==> config.mk <==
export PLATFORM = sky130hd
export DESIGN_NAME = cp_fetch_scheduler_flat
export DESIGN_NICKNAME = d
export VERILOG_FILES = /design/src/rtl/cp_fetch_scheduler_if.sv /design/src/rtl/cp_fetch_scheduler.sv /design/src/flat_wrapper.sv
export SDC_FILE = /design/constraint.sdc
export NUM_CORES = 1
export LEC_CHECK = 0
export CORE_MARGIN = 4
export CORE_UTILIZATION = 50
export DETAILED_ROUTE_END_ITERATION = 8
export GPL_TIMING_DRIVEN = 0
export PLACE_DENSITY = 0.88
export SETUP_SLACK_MARGIN = 0.2
export SKIP_LAST_GASP = 1
export SYNTH_ARGS = -nofsm -noshare
export SYNTH_HDL_FRONTEND = slang
export SYNTH_SLANG_ARGS = --single-unit
==> constraint.sdc <==
create_clock -name CLK -period 2.7 [get_ports CLK]
set_input_delay 0.27 -clock CLK [delete_from_list [all_inputs] [get_ports CLK]]
set_output_delay 0.27 -clock CLK [all_outputs]
set_load 0.1 [all_outputs]
==> src/rtl/cp_fetch_scheduler_if.sv <==
// Handshake bundle between the command-processor main FSM / DDR read port and
// the fetch scheduler. The master side drives requests, the slave side is the scheduler.
interface cp_fetch_scheduler_if #(
  parameter int NUM_CH = 4,
  parameter int BLEN_W = 8
);
  localparam int CH_W = $clog2(NUM_CH);

  logic [3:0]        Main_FSM_state;
  logic [NUM_CH-1:0] event_fifo_empty;
  logic [BLEN_W-1:0] burst_len_cfg;
  logic              rd_beat;
  logic              RD_Done;
  logic              err_clr;

  logic              rd_req;
  logic [CH_W-1:0]   rd_ch;
  logic [BLEN_W-1:0] rd_len;
  logic [BLEN_W-1:0] beat_cnt;
  logic              CP_IN_WAIT;
  logic              CP_IN_Check_Empty;
  logic              CP_IN_DDR_PRE;
  logic              CP_IN_DDR_READ;
  logic              CP_IN_DDR_READ_Finish;
  logic              CP_IN_ERR;
  logic              timeout_err;
  logic              len_err;

  modport master (
    output Main_FSM_state, event_fifo_empty, burst_len_cfg, rd_beat, RD_Done, err_clr,
    input  rd_req, rd_ch, rd_len, beat_cnt,
    input  CP_IN_WAIT, CP_IN_Check_Empty, CP_IN_DDR_PRE, CP_IN_DDR_READ,
    input  CP_IN_DDR_READ_Finish, CP_IN_ERR, timeout_err, len_err
  );

  modport slave (
    input  Main_FSM_state, event_fifo_empty, burst_len_cfg, rd_beat, RD_Done, err_clr,
    output rd_req, rd_ch, rd_len, beat_cnt,
    output CP_IN_WAIT, CP_IN_Check_Empty, CP_IN_DDR_PRE, CP_IN_DDR_READ,
    output CP_IN_DDR_READ_Finish, CP_IN_ERR, timeout_err, len_err
  );
endinterface

==> src/rtl/cp_fetch_scheduler.sv <==
// Round-robin fetch scheduler: picks a non-empty event FIFO channel, issues one
// DDR burst read, counts returned beats and flags length mismatches and timeouts.
module cp_fetch_scheduler #(
  parameter int NUM_CH  = 4,
  parameter int BLEN_W  = 8,
  parameter int TIMEOUT = 1024
) (
  input  logic              CLK,
  input  logic              RST_N,
  cp_fetch_scheduler_if.slave bus
);
  localparam int CH_W = $clog2(NUM_CH);
  localparam int TO_W = $clog2(TIMEOUT + 1);

  typedef enum logic [2:0] {
    S_WAIT   = 3'd0,
    S_CHECK  = 3'd1,
    S_PRE    = 3'd2,
    S_READ   = 3'd3,
    S_FINISH = 3'd4,
    S_ERR    = 3'd5
  } state_t;

  state_t            state_reg;
  logic [CH_W-1:0]   last_grant_reg;
  logic              rd_req_reg;
  logic [CH_W-1:0]   rd_ch_reg;
  logic [BLEN_W-1:0] rd_len_reg;
  logic [BLEN_W-1:0] beat_cnt_reg;
  logic [TO_W-1:0]   to_cnt_reg;
  logic              timeout_err_reg;
  logic              len_err_reg;

  logic              any_ready;
  logic [CH_W-1:0]   grant;
  logic [BLEN_W-1:0] beat_next;
  logic              len_err_set;
  logic              timeout_err_set;
  logic              to_expired;

  // First non-empty channel searching upward from last+1, wrapping modulo NUM_CH.
  // Offsets are scanned from the far end so the nearest candidate is the one kept.
  function automatic logic [CH_W-1:0] rr_pick(input logic [CH_W-1:0] last,
                                               input logic [NUM_CH-1:0] empty);
    logic [CH_W:0]   sum_v;
    logic [CH_W-1:0] pick_v;
    pick_v = '0;
    for (int off = NUM_CH; off >= 1; off--) begin
      sum_v = {1'b0, last} + (CH_W+1)'(off);
      if (sum_v >= (CH_W+1)'(NUM_CH))
        sum_v = sum_v - (CH_W+1)'(NUM_CH);
      if (!empty[sum_v[CH_W-1:0]])
        pick_v = sum_v[CH_W-1:0];
    end
    return pick_v;
  endfunction

  assign any_ready       = ~&bus.event_fifo_empty;
  assign grant           = rr_pick(last_grant_reg, bus.event_fifo_empty);
  assign beat_next       = (bus.rd_beat && (beat_cnt_reg != '1)) ? beat_cnt_reg + BLEN_W'(1)
                                                                 : beat_cnt_reg;
  assign to_expired      = (to_cnt_reg == TO_W'(TIMEOUT - 1));
  assign len_err_set     = (state_reg == S_READ) && bus.RD_Done && (beat_next != rd_len_reg);
  assign timeout_err_set = (state_reg == S_READ) && !bus.RD_Done && to_expired;

  always_ff @(posedge CLK or negedge RST_N) begin
    if (!RST_N) begin
      state_reg       <= S_WAIT;
      last_grant_reg  <= CH_W'(NUM_CH - 1);
      rd_req_reg      <= 1'b0;
      rd_ch_reg       <= '0;
      rd_len_reg      <= '0;
      beat_cnt_reg    <= '0;
      to_cnt_reg      <= '0;
      timeout_err_reg <= 1'b0;
      len_err_reg     <= 1'b0;
    end else begin
      rd_req_reg      <= 1'b0;
      // A set event in the same cycle as err_clr leaves the flag set.
      timeout_err_reg <= timeout_err_set | (timeout_err_reg & ~bus.err_clr);
      len_err_reg     <= len_err_set     | (len_err_reg     & ~bus.err_clr);

      case (state_reg)
        S_WAIT: begin
          if (bus.Main_FSM_state == 4'd2)
            state_reg <= S_CHECK;
        end
        S_CHECK: begin
          if (any_ready) begin
            state_reg      <= S_PRE;
            rd_req_reg     <= 1'b1;
            rd_ch_reg      <= grant;
            last_grant_reg <= grant;
            rd_len_reg     <= (bus.burst_len_cfg == '0) ? BLEN_W'(1) : bus.burst_len_cfg;
            beat_cnt_reg   <= '0;
            to_cnt_reg     <= '0;
          end else if (bus.Main_FSM_state == 4'd0) begin
            state_reg <= S_WAIT;
          end
        end
        S_PRE: begin
          state_reg <= S_READ;
        end
        S_READ: begin
          beat_cnt_reg <= beat_next;
          to_cnt_reg   <= to_cnt_reg + TO_W'(1);
          if (bus.RD_Done)
            state_reg <= S_FINISH;
          else if (to_expired)
            state_reg <= S_ERR;
        end
        S_FINISH: begin
          if (bus.Main_FSM_state == 4'd3)
            state_reg <= S_CHECK;
          else if (bus.Main_FSM_state == 4'd0)
            state_reg <= S_WAIT;
        end
        S_ERR: begin
          if (bus.err_clr)
            state_reg <= S_WAIT;
        end
        default: begin
          state_reg <= S_WAIT;
        end
      endcase
    end
  end

  assign bus.rd_req      = rd_req_reg;
  assign bus.rd_ch       = rd_ch_reg;
  assign bus.rd_len      = rd_len_reg;
  assign bus.beat_cnt    = beat_cnt_reg;
  assign bus.timeout_err = timeout_err_reg;
  assign bus.len_err     = len_err_reg;

  // Illegal encodings report as WAIT so exactly one flag is always high.
  assign bus.CP_IN_Check_Empty     = (state_reg == S_CHECK);
  assign bus.CP_IN_DDR_PRE         = (state_reg == S_PRE);
  assign bus.CP_IN_DDR_READ        = (state_reg == S_READ);
  assign bus.CP_IN_DDR_READ_Finish = (state_reg == S_FINISH);
  assign bus.CP_IN_ERR             = (state_reg == S_ERR);
  assign bus.CP_IN_WAIT            = !(bus.CP_IN_Check_Empty | bus.CP_IN_DDR_PRE |
                                       bus.CP_IN_DDR_READ | bus.CP_IN_DDR_READ_Finish |
                                       bus.CP_IN_ERR);
endmodule

==> src/flat_wrapper.sv <==
// flat-port wrapper written by rule: the top's interface ports become plain ports
module cp_fetch_scheduler_flat 
#(
  parameter int NUM_CH  = 4,
  parameter int BLEN_W  = 8,
  parameter int TIMEOUT = 1024
)
  (CLK, RST_N, bus_Main_FSM_state, bus_event_fifo_empty, bus_burst_len_cfg, bus_rd_beat, bus_RD_Done, bus_err_clr, bus_rd_req, bus_rd_ch, bus_rd_len, bus_beat_cnt, bus_CP_IN_WAIT, bus_CP_IN_Check_Empty, bus_CP_IN_DDR_PRE, bus_CP_IN_DDR_READ, bus_CP_IN_DDR_READ_Finish, bus_CP_IN_ERR, bus_timeout_err, bus_len_err);
  cp_fetch_scheduler_if #(.NUM_CH(NUM_CH), .BLEN_W(BLEN_W)) bus_i ();
  input  logic CLK;
  input  logic RST_N;
  input wire logic [$bits(bus_i.Main_FSM_state)-1:0] bus_Main_FSM_state;
  input wire logic [$bits(bus_i.event_fifo_empty)-1:0] bus_event_fifo_empty;
  input wire logic [$bits(bus_i.burst_len_cfg)-1:0] bus_burst_len_cfg;
  input wire logic [$bits(bus_i.rd_beat)-1:0] bus_rd_beat;
  input wire logic [$bits(bus_i.RD_Done)-1:0] bus_RD_Done;
  input wire logic [$bits(bus_i.err_clr)-1:0] bus_err_clr;
  output wire logic [$bits(bus_i.rd_req)-1:0] bus_rd_req;
  output wire logic [$bits(bus_i.rd_ch)-1:0] bus_rd_ch;
  output wire logic [$bits(bus_i.rd_len)-1:0] bus_rd_len;
  output wire logic [$bits(bus_i.beat_cnt)-1:0] bus_beat_cnt;
  output wire logic [$bits(bus_i.CP_IN_WAIT)-1:0] bus_CP_IN_WAIT;
  output wire logic [$bits(bus_i.CP_IN_Check_Empty)-1:0] bus_CP_IN_Check_Empty;
  output wire logic [$bits(bus_i.CP_IN_DDR_PRE)-1:0] bus_CP_IN_DDR_PRE;
  output wire logic [$bits(bus_i.CP_IN_DDR_READ)-1:0] bus_CP_IN_DDR_READ;
  output wire logic [$bits(bus_i.CP_IN_DDR_READ_Finish)-1:0] bus_CP_IN_DDR_READ_Finish;
  output wire logic [$bits(bus_i.CP_IN_ERR)-1:0] bus_CP_IN_ERR;
  output wire logic [$bits(bus_i.timeout_err)-1:0] bus_timeout_err;
  output wire logic [$bits(bus_i.len_err)-1:0] bus_len_err;
  assign bus_i.Main_FSM_state = bus_Main_FSM_state;
  assign bus_i.event_fifo_empty = bus_event_fifo_empty;
  assign bus_i.burst_len_cfg = bus_burst_len_cfg;
  assign bus_i.rd_beat = bus_rd_beat;
  assign bus_i.RD_Done = bus_RD_Done;
  assign bus_i.err_clr = bus_err_clr;
  assign bus_rd_req = bus_i.rd_req;
  assign bus_rd_ch = bus_i.rd_ch;
  assign bus_rd_len = bus_i.rd_len;
  assign bus_beat_cnt = bus_i.beat_cnt;
  assign bus_CP_IN_WAIT = bus_i.CP_IN_WAIT;
  assign bus_CP_IN_Check_Empty = bus_i.CP_IN_Check_Empty;
  assign bus_CP_IN_DDR_PRE = bus_i.CP_IN_DDR_PRE;
  assign bus_CP_IN_DDR_READ = bus_i.CP_IN_DDR_READ;
  assign bus_CP_IN_DDR_READ_Finish = bus_i.CP_IN_DDR_READ_Finish;
  assign bus_CP_IN_ERR = bus_i.CP_IN_ERR;
  assign bus_timeout_err = bus_i.timeout_err;
  assign bus_len_err = bus_i.len_err;
  cp_fetch_scheduler #(.NUM_CH(NUM_CH), .BLEN_W(BLEN_W), .TIMEOUT(TIMEOUT)) u_core (.CLK(CLK), .RST_N(RST_N), .bus(bus_i));
endmodule
[After elaboration in Yosys (flattened, before gate mapping)]
Cells that the tools add are included.
Storage, ports and cells
  output and inout port bits: 27
  input port bits: 21
  word-level logic and storage cells: 98
  flip-flop bits (word level): 37
Cells by class
  $add $sub $neg: 10
  equality and inequality tests: 14
  multiplexer cells: 32
  bitwise logic cells: 10
  reduce and logical (&&, ||, !) cells: 15
  order comparisons: 8
Operators with widths (count)
  $mux W8: 3
  $pmux W11 S2: 1
  $mux W3: 7
  $pmux W3 S6: 1
  $mux W2: 8
  $pmux W8 S2: 1
  $ge A3 B3 Y1 const B: 4
  $lt A2 B3 Y1 const B: 4
  $add A11 B1 Y11 const B: 1
  $eq A11 B10 Y1 const B: 1
  $mux W11: 1
  $add A8 B1 Y8 const B: 1
  $bmux W1 S2: 4
  $eq A4 B2 Y1 const B: 2
  $logic_not A8 Y1: 1
  $ne A8 B8 Y1: 1
  $ne A8 B8 Y1 const B: 1
  $sub A2 B1 Y2 const B: 4
  $add A2 B2 Y3 const B: 2
  $eq A3 B2 Y1 const B: 2
  $eq A3 B3 Y1 const B: 2
  $mux W1: 6
  $or A1 B1 Y1: 6
  $logic_and A1 B1 Y1: 5
  other kinds (15): 20

[Logic depth before layout (Yosys ltp)]
Gate-level depths: netlist of the first run.
  word-level depth: 9
  gate-level depth with buffers: 9
  gate-level depth less buffers: 8

[Worst setup path before layout of the first run]
Ideal clock, no wire load.
  path kind: register to register
  start point: register u_core.state_reg[2]
  end point: register u_core.state_reg[2]
  path slack: -685 ps
  path buffers: 1
  cell stages (with the launch flop): 6
  arrival time: 3302 ps
  clock period less this slack: 3385 ps
  setup time: 83 ps
  required time: 2617 ps
  cells stage by stage: dfrtp_1 > clkbuf_1 > nor3b_1 > o31a_1 > o21ai_0 > o21ai_0
On the way
  elaborated cells between the ends (all ways): 14
  those cells by class: eq/ne (8); mux (4); reduce/logical (2)
RTL lines
  start: declaration: RTL line cp_fetch_scheduler.sv:24  | state_t state_reg;
  start signal: assignment: RTL line cp_fetch_scheduler.sv:68  | state_reg <= S_WAIT;
  start signal: assignment: RTL line cp_fetch_scheduler.sv:86  | state_reg <= S_CHECK;
  start signal: assignment: RTL line cp_fetch_scheduler.sv:90  | state_reg <= S_PRE;
  $eq A3 B3 Y1
  named net bus_CP_IN_DDR_READ_Finish: RTL line flat_wrapper.sv:26  | output wire logic [$bits(bus_i.CP_IN_DDR_READ_Finish)-1:0] bus_CP_IN_DDR_READ_Finish;
  $pmux W3 S6: RTL line cp_fetch_scheduler.sv:83  | case (state_reg)
The timed path passes the listed nets, and every way through them passes these cells.
A chain may end at the register's enable or synchronous reset.

[Worst setup path in the final report of the first run]
  start point: register u_core.state_reg[2]
  end point: output bus_CP_IN_DDR_PRE
On the way
  cells in the longest elaborated chain, start to end: 1
RTL lines
  $eq A3 B2 Y1: RTL line cp_fetch_scheduler.sv:138  | assign bus.CP_IN_DDR_PRE = (state_reg == S_PRE);
  end: declaration: RTL line flat_wrapper.sv:24  | output wire logic [$bits(bus_i.CP_IN_DDR_PRE)-1:0] bus_CP_IN_DDR_PRE;
Every way passes these cells.

==> results of run 1 <==
worst max path at each step:
| stage | from | slack (ns) | cells after the start | endpoint |
|---|---|---|---|---|
| floorplan | u_core.bus.beat_cnt[2] | 0.21 | 7 | u_core.bus.len_err |
| global placement | u_core.state_reg[2] | -0.08 | 6 | bus_CP_IN_DDR_READ |
| detailed placement | u_core.state_reg[2] | -0.11 | 6 | bus_CP_IN_DDR_READ |
| CTS | u_core.state_reg[2] | 0.15 | 6 | bus_CP_IN_DDR_READ |
| global route | u_core.state_reg[2] | 0.20 | 4 | bus_CP_IN_DDR_PRE |
| finish | u_core.state_reg[2] | 0.34 | 4 | bus_CP_IN_DDR_PRE |
what timing repair did:
item	CTS	global route
gates resized for setup	10	3
endpoints found under the setup margin	6	1
gates cloned	0	0
worst max-delay path, delay by kind of cell (launching register included):
| kind | cells | cell delay [ns] |
|---|---|---|
| DFF | 1 | 0.36 |
| and+or+nand+nor | 2 | 0.37 |
| buffers and inverters | 2 | 1.07 |
cell families after synthesis:
group           Yosys count  share of synthesized area
xor+xnor                  9                     0.0378
flops                    37                      0.445
mux                       4                     0.0192
buf+inv                  20                     0.0402
compound gates           73                      0.224
simple gates             97                      0.221
fa+ha+maj                 2                     0.0120
cells in the final DEF (no fill, tap or decap), types with 4 or more instances in the layout:
cell type	netlist	routed
nand2_1	42	42
clkdlybuf4s50_1	0	40
dfrtp_1	35	32
o21ai_0	29	29
nor2_1	15	15
inv_1	10	10
buf_2	7	8
nand4_1	7	7
nand3_1	7	7
a21oi_1	7	7
xnor2_1	6	6
nor3_1	6	6
o31ai_1	6	6
clkbuf_8	0	5
or3_1	4	4
mux2i_1	4	4
a31oi_1	4	4
dlygate4sd2_1	0	4
per-layer routing:
metal  up-vias  global-route usage
li1        990                   -
met4         0              0.0840
met2        68               0.353
met1       995               0.273
met3         8              0.0416
met5         -                   0
layout make-up:
class / instances / area [sq um] / area share
inverter: 11 / 41.3 / 0.0153
clock buffer: 6 / 72.6 / 0.0269
sequential: 37 / 932 / 0.345
multi-input combinational: 185 / 1080 / 0.400
tap: 50 / 62.6 / 0.0231
clock inverter: 2 / 10.0 / 0.00370
timing repair buffer: 47 / 459 / 0.170
buffer: 9 / 42.5 / 0.0157
per-stage QoR:
| stage | setup WS, ns | std cells | hold WS [ns] |
|---|---|---|---|
| after floorplan | 0.206 | 242 | -0.0256 |
| after global placement | -0.0779 | 339 | 0.465 |
| after detailed placement | -0.107 | 339 | 0.411 |
| after CTS | 0.152 | 347 | 0.0955 |
| after global routing | 0.203 | 347 | 0.138 |
| final | 0.336 | 347 | 0.0598 |
where the power goes:
group	internal, uW	total (uW)	switching (uW)
Clock	179	373	194
Combinational	537	2080	1540
Sequential	717	886	169
==> results.cfg, run 1 <==
[sta]
worst_pin_slew_ns = 0.975
rsz0062_at_grt = false
hold_viol = 0
setup_tns_ns = 0
maxSlewHeadroom = 0.348
slew_viol_final = 0
period_minus_slack_ns = 2.36
fmax_mhz = 423
fin_skew_ns = 0.00400
post-route-period-util = 0.876
finalSetupViolCount = 0

[logic_synthesis]
yosysMostFrequentCell = nand2_1
syn_nets = 265
ys_ff_latch = 37
synth_top_area_cell = dfrtp_1
synth_common_cells = nand2_1, dfrtp_1, o21ai_0
synth_top_area_frac = 0.420
avgSynthCellArea_sq_um = 8.61
synth_area_leaders = dfrtp_1, nand2_1, o21ai_0, nor2_1, dfstp_2
postSynthCellCount = 242
async_flop_share = 1.00
synth_edf_count = 0
seq_area_frac_synth = 0.445
yosysUniqueCellTypes = 47
ys.flop_type = dfrtp_1
synth.cell_area_sq_mm = 0.00208
synth_warnings = 0

[global_route]
grt_pass1_wl_um = 8770
first_global_vias = 1878
grt_overflow = 0
grt_max_degree = 38
track_usage = 0.213
antenna_found_initial = 0

[run_status]
status = complete, no violations

[placement]
dp_hpwl_um = 3940
io_buffers = 47
dpl-instance-area_sq_mm = 0.00263
routabilityCongestion = 0.908

[power_and_ir_drop]
leakage_uw = 0.00117
finalPower_uw = 3340
powerDensity_mw_per_mm2 = 1230
irDropWorstVdd_mv = 0.723

[clocking]
htree_levels = 2
clk-insertion-delay-late_ns = 0.29
clkSinkCount = 37
post-cts-setup-buffer-count = 0
root_buffer = clkbuf_8
cts_buffers = 5
path_clk_slew_ns = 0.07
cts_max_path_buffers = 2
cts_tree = built
cts_hold_buffers = 0

[die]
die_h_um = 72.6
initial_utilization = 0.517
die_x_um = 72.6
num_rows = 23
dieArea_sq_mm = 0.00527
fp.coreArea_sq_mm = 0.00403
io_pins = 48

[worst_setup_path]
cp-end-kind = primary output
critical-path-max-stage-delay_ns = 0.87
crit_chain = clkbuf_1 -> nand2b_1 -> nor2_1 -> dlygate4sd2_1
rrSetupSlack_ns = 0.54
crit-reg2reg-launch = u_core.bus.beat_cnt[0]
r2r-end = u_core.bus.len_err
r2r_cells = 6
path_class = register to primary output
cp_data_arrival_time_ns = 2.09
required_ns = 2.43
start_kind = register
critPathMaxFanout = 10
crit_slowest_cell = dlygate4sd2_1

[cells_and_area]
nets = 319
diodes = 0
largest_reg_flops = 11
drive_gt1_frac = 0.0976
fillers = 340
fin_util = 0.671
syn2layout_area_growth_pct = 29.7
stdcell_area_sq_mm = 0.00270

[detailed_routing]
first_pass_iters = 4
detail_route.wl_per_cell_um = 15.3
drtIter0Drc = 201
drc = 0
ant_nets = 0
wl_met2_um = 2650
met3WireLength_um = 241
drt-met1-wl_um = 2320
post_drt_via_cell_ratio = 5.94
routed_wl_um = 5300
vias = 2061
top_layer = met4

[hold_path]
min_path_type = primary input to async pin

[job]
max_cap_violations = 0
Power figures use the tool's default switching activity.
==> inputs of run 2 (changes only) <==
SKIP_CTS_REPAIR_TIMING = 1   (was not set)
==> run 2 against run 1 <==
- non-clock buffer count stayed put
- critical path depth increased by 2
- design area up 0.23%
- sequential power is essentially flat
- first-iteration DRC count decreased by 20%
- total power increased by 0.18%
- via count down 0.24%
- sequential share of layout area fell by 0.080 points
- fmax shrank 3.4%
- flip-flop and latch count unchanged
- wire length grew 0.30%
- clock skew about the same
==> results.cfg, run 2 (synthesized netlist as in run 1, its figures left out) <==
[power_and_ir_drop]
finalPower_uw = 3340
irDropWorstVdd_mv = 0.722
leakage_uw = 0.00122
powerDensity_mw_per_mm2 = 1230

[cells_and_area]
stdcell_area_sq_mm = 0.00271
diodes = 0
fillers = 339
largest_reg_flops = 11
layout_commonest_cell = nand2_1
finalNonFillerCells = 347
fin_util = 0.672
drive_gt1_frac = 0.0976
nets = 319
final_cell_mix = nand2_1, clkdlybuf4s50_1, dfrtp_1
syn2layout_area_growth_pct = 30.0

[die]
num_rows = 23
die_x_um = 72.6
io_pins = 48
die_h_um = 72.6
dieArea_sq_mm = 0.00527
initial_utilization = 0.517
fp.coreArea_sq_mm = 0.00403

[placement]
dpl-instance-area_sq_mm = 0.00263
dp_hpwl_um = 3940
post-place-ws_ns = -0.107
dp.cells = 339
routabilityCongestion = 0.908
io_buffers = 47

[run_status]
status = complete, no violations

[sta]
slew_viol_final = 0
worst_pin_slew_ns = 0.982
fin_ws_ns = 0.252
maxSlewHeadroom = 0.344
fin_skew_ns = 0.00424
post-route-period-util = 0.907
fmax_mhz = 408
period_minus_slack_ns = 2.45
finalSetupViolCount = 0
rsz0062_at_grt = true
hold_viol = 0

[clocking]
cts_tree = built
htree_levels = 2
root_buffer = clkbuf_8
path_clk_slew_ns = 0.07
clkSinkCount = 37
cts_max_path_buffers = 2
cts_buffers = 5
clk-insertion-delay-late_ns = 0.29

[worst_setup_path]
r2r_cells = 6
crit_slowest_cell = clkbuf_2
critPathCapture = bus_CP_IN_DDR_READ
path_buf_inv = 4
critPathMaxFanout = 10
cp.depth = 6
r2r-end = u_core.bus.len_err
rrSetupSlack_ns = 0.54
start_kind = register
required_ns = 2.43
cp-end-kind = primary output
crit_chain = clkbuf_1 -> nand2b_1 -> or2_1 -> inv_1 -> buf_2 -> clkbuf_2
startpoint = u_core.state_reg[2]
cp_data_arrival_time_ns = 2.18
crit_family = buffers and inverters
critical-path-max-stage-delay_ns = 0.49
path_class = register to primary output
crit-reg2reg-launch = u_core.bus.beat_cnt[0]

[global_route]
antenna_found_initial = 0
track_usage = 0.213
grt_overflow = 0
grt_pass1_wl_um = 8780
first_global_vias = 1879
grt_max_degree = 38

[detailed_routing]
vias = 2056
first_pass_iters = 4
post_drt_via_cell_ratio = 5.93
detail_route.wl_per_cell_um = 15.3
drtIter0Drc = 161
drc = 0
routed_wl_um = 5320
ant_nets = 0

[job]
max_cap_violations = 0

[hold_path]
min_path_type = primary input to async pin
[run 2: cell types whose count changed in the layout (fill, tap and decap cells not counted), sizes merged]
| cell | previous run | this run |
|---|---|---|
| dlygate4sd2 | 4 | 0 |
| clkdlybuf4s15 | 1 | 0 |
| clkbuf | 9 | 10 |
| dlymetal6s2s | 0 | 4 |
[run 2: worst min-delay path by stage]
stage	cells past startpoint	slack, ns	to	startpoint
after floorplan	0	-0.03	u_core.bus.beat_cnt[0]	RST_N
after global placement	1	0.46	u_core.bus.rd_ch[1]	u_core.bus.rd_ch[1]
after detailed placement	1	0.41	u_core.bus.beat_cnt[4]	RST_N
after CTS	1	0.1	u_core.bus.beat_cnt[4]	RST_N
after global routing	1	0.14	u_core.bus.len_err	RST_N
final	1	0.06	u_core.bus.beat_cnt[2]	RST_N
[run 2: where the power goes]
part	internal, uW	switching [uW]
combinational	542	1540
sequential	717	168
clock	179	196
[run 2: final cells by class]
class / count / area [sq um] / area share
plain buffers: 9 / 42.5 / 0.0157
clock buffers: 6 / 72.6 / 0.0268
clock inverters: 2 / 10.0 / 0.00370
inverters: 11 / 41.3 / 0.0152
multi-input cells: 185 / 1080 / 0.400
flip-flops and latches: 37 / 932 / 0.344
well taps: 50 / 62.6 / 0.0231
repair buffers: 47 / 465 / 0.172
[run 2: per-layer routing]
layer	GRT usage	part of all wire
met1	0.274	0.44
met2	0.353	0.50
met3	0.0416	0.045
met4	0.0840	0.015
met5	0	0
[run 2: per-stage QoR]
step | TNS [ns] | hold WS, ns
after global placement | -0.0779 | 0.465
after detailed placement | -0.107 | 0.411
after floorplan | 0 | -0.0256
after global routing | 0 | 0.138
after CTS | -0.550 | 0.0955
final | 0 | 0.0604
[run 2: worst register-to-register path: cells and delay by family (launching register included)]
family	cells	cell delay, ns
simple gates	1	0.19
mux	1	0.15
fa+ha+maj	1	0.31
flops	1	0.44
compound gates	3	0.94
==> RTL change, RTL diff (flow settings as in run 1) <==
Reset style: synchronous (`RST_N`), changed in one clocked block.
--- a/src/rtl/cp_fetch_scheduler.sv
+++ b/src/rtl/cp_fetch_scheduler.sv
@@ -63,7 +63,7 @@
   assign len_err_set     = (state_reg == S_READ) && bus.RD_Done && (beat_next != rd_len_reg);
   assign timeout_err_set = (state_reg == S_READ) && !bus.RD_Done && to_expired;
 
-  always_ff @(posedge CLK or negedge RST_N) begin
+  always_ff @(posedge CLK) begin
     if (!RST_N) begin
       state_reg       <= S_WAIT;
       last_grant_reg  <= CH_W'(NUM_CH - 1);
Behaviour: differs if RST_N is asserted again (counterexample within 4 cycles, from zero or initial values and one cycle with RST_N low); with RST_N held inactive, the same outputs for 10 cycles.
==> RTL change against run 1 <==
- sequential cell count stayed put
- sequential power decreased by 22%
- critical path depth is 1 higher
- die area rose by 2.5%
- setup slack barely moved
- non-clock buffer count increased by 5
- wire length increased by 5.7%
- clock skew is 0.00081 ns lower
- area after synthesis up 2.8%
- cell area is 2.2% higher
- total power fell by 28%
- critical endpoint is now bus_CP_IN_DDR_READ
- highest routed layer unchanged
==> RTL change: results (changes against run 1) <==
stage	metric	value	unit	change
outcome	status	finished clean		
layout	multi_input_area	1320	µm²	+22%
critical_path	ff2ff_setup_slack	0.67	ns	+0.13 ns
logic_synthesis	ys.flop_type	dfxtp_1		
layout	multi_input_cells	220		+19%
critical_path	r2r_end	u_core.bus.len_err		
min_path	hp-class	in -> reg		
layout	inverters	5		-6
critical_path	reg2reg_from	u_core.bus.beat_cnt[0]		
floorplanning	core_area	4090	µm²	+1.4%
placed_design	dp_hpwl	4090	µm	+3.7%
logic_synthesis	yosysUniqueCellTypes	54		+15%
layout	drive_above_1_share	0.0967		-0.000966
layout	regArea	743	µm²	-20%
min_path	min_from	bus_rd_beat		
route	drt_wl_total	5600	µm	+5.7%
layout	clkCellAreaFrac	0.0326		+0.00205
grt	first_global_vias	1977		+5.3%
logic_synthesis	yosysTopAreaCellShare	0.346		-0.0746
grt	grt_max_degree	14		-63%
layout	final.clkbuf_count	5		-1
critical_path	cp_top_family	buffers and inverters		
logic_synthesis	async_flop_share	0		-1.00
critical_path	crit_end	bus_CP_IN_DDR_READ		
critical_path	ff2ff_path_depth	7		+1
route	drt-initial-drc-count	207		+3.0%
logic_synthesis	yosys-top-cells-count	37 x dfxtp_1, 35 x nand2_1, 35 x nor2_1		
timing	skew	0.00318	ns	-0.000812 ns
layout	largest_reg_flops	11		unchanged
placed_design	place_area	2680	µm²	+1.9%
placed_design	gp_congestion	0.946		+4.2%
logic_synthesis	synth.area.top_cells	dfxtp_1 35%, a21oi_1 6.8%, nand2_1 6.1%		
logic_synthesis	synth_seq_area_share	0.346		-0.0998
route	vias_per_cell	5.77		-2.9%
power_and_ir_drop	p_leak	1.07	nW	-8.8%
layout	buffers	61		+8.9%
timing	tightest_slew	0.990	ns	+0.0150 ns
layout	nNetsFinal	353		+11%
grt	grt.total_usage	0.217		+0.00403
layout	fillCellCount	363		+6.8%
grt	grt_pass1_wl	9110	µm	+3.9%
power_and_ir_drop	ir_drop	0.695	mV	-3.8%
route	drt_pass1_iterations	4		unchanged
layout	layout.nonclk_buf_frac	0.193		+0.00729
layout	num_antenna_cells	0		unchanged
critical_path	crit_slowest_cell	clkdlybuf4s18_2		
placed_design	port_buffers	46		-2.1%
critical_path	crit_start	u_core.state_reg[1]		
logic_synthesis	synth_nets	300		+13%
critical_path	max_stage_delay	0.57	ns	-0.30 ns
RTL change: worst min path at each step:
stage | to | slack, ns | cells after the start
after floorplan | u_core.bus.len_err | 0.39 | 2
after global placement | u_core.bus.rd_ch[1] | 0.45 | 2
after detailed placement | u_core.bus.rd_ch[1] | 0.46 | 2
after CTS | u_core.bus.beat_cnt[2] | 0.40 | 3
after global routing | u_core.bus.beat_cnt[2] | 0.43 | 3
final | u_core.bus.beat_cnt[2] | 0.40 | 3
RTL change: where the power goes:
part / total, mW / internal [mW] / switching (mW) / leakage (nW)
Clock: 0.407 / 0.183 / 0.224 / 0.0445
Sequential: 0.688 / 0.618 / 0.0694 / 0.301
Combinational: 1.31 / 0.357 / 0.955 / 0.724
Total: 2.41 / 1.16 / 1.25 / 1.07
RTL change: logic make-up (layout without fill, tap and decap cells):
logic type,count (synthesis),count (layout),synth area share
simple gates,131,131,0.315
compound gates,72,72,0.218
buf+inv,20,74,0.0438
mux,6,6,0.0286
fa+ha+maj,2,2,0.0117
flops,37,37,0.346
xor+xnor,9,9,0.0368
RTL change: timing repair:
action                     CTS  global route
setup endpoints to repair    5             2
setup buffers                0             0
resized for setup            7             2
RTL change: stage by stage:
stage / utilization / cells / total power, mW / worst slack, ns / hold slack, ns
after CTS: 0.676 / 381 / 2.41 / 0.253 / 0.402
after floorplan: - / 277 / 1.72 / 0.348 / 0.389
after global placement: 0.655 / 373 / 2.01 / 0.103 / 0.453
after global routing: 0.676 / 381 / 2.53 / 0.200 / 0.428
after detailed placement: 0.655 / 373 / 2.03 / 0.0809 / 0.457
final: 0.676 / 381 / 2.41 / 0.335 / 0.404
RTL change: metal layers:
layer  wire length (µm)  track usage  up-vias
li1                   -            -     1100
met1               2610        0.297     1023
met2               2530        0.331       68
met3                394       0.0561        6
met4                 68       0.0724        0
met5                  0            0        -
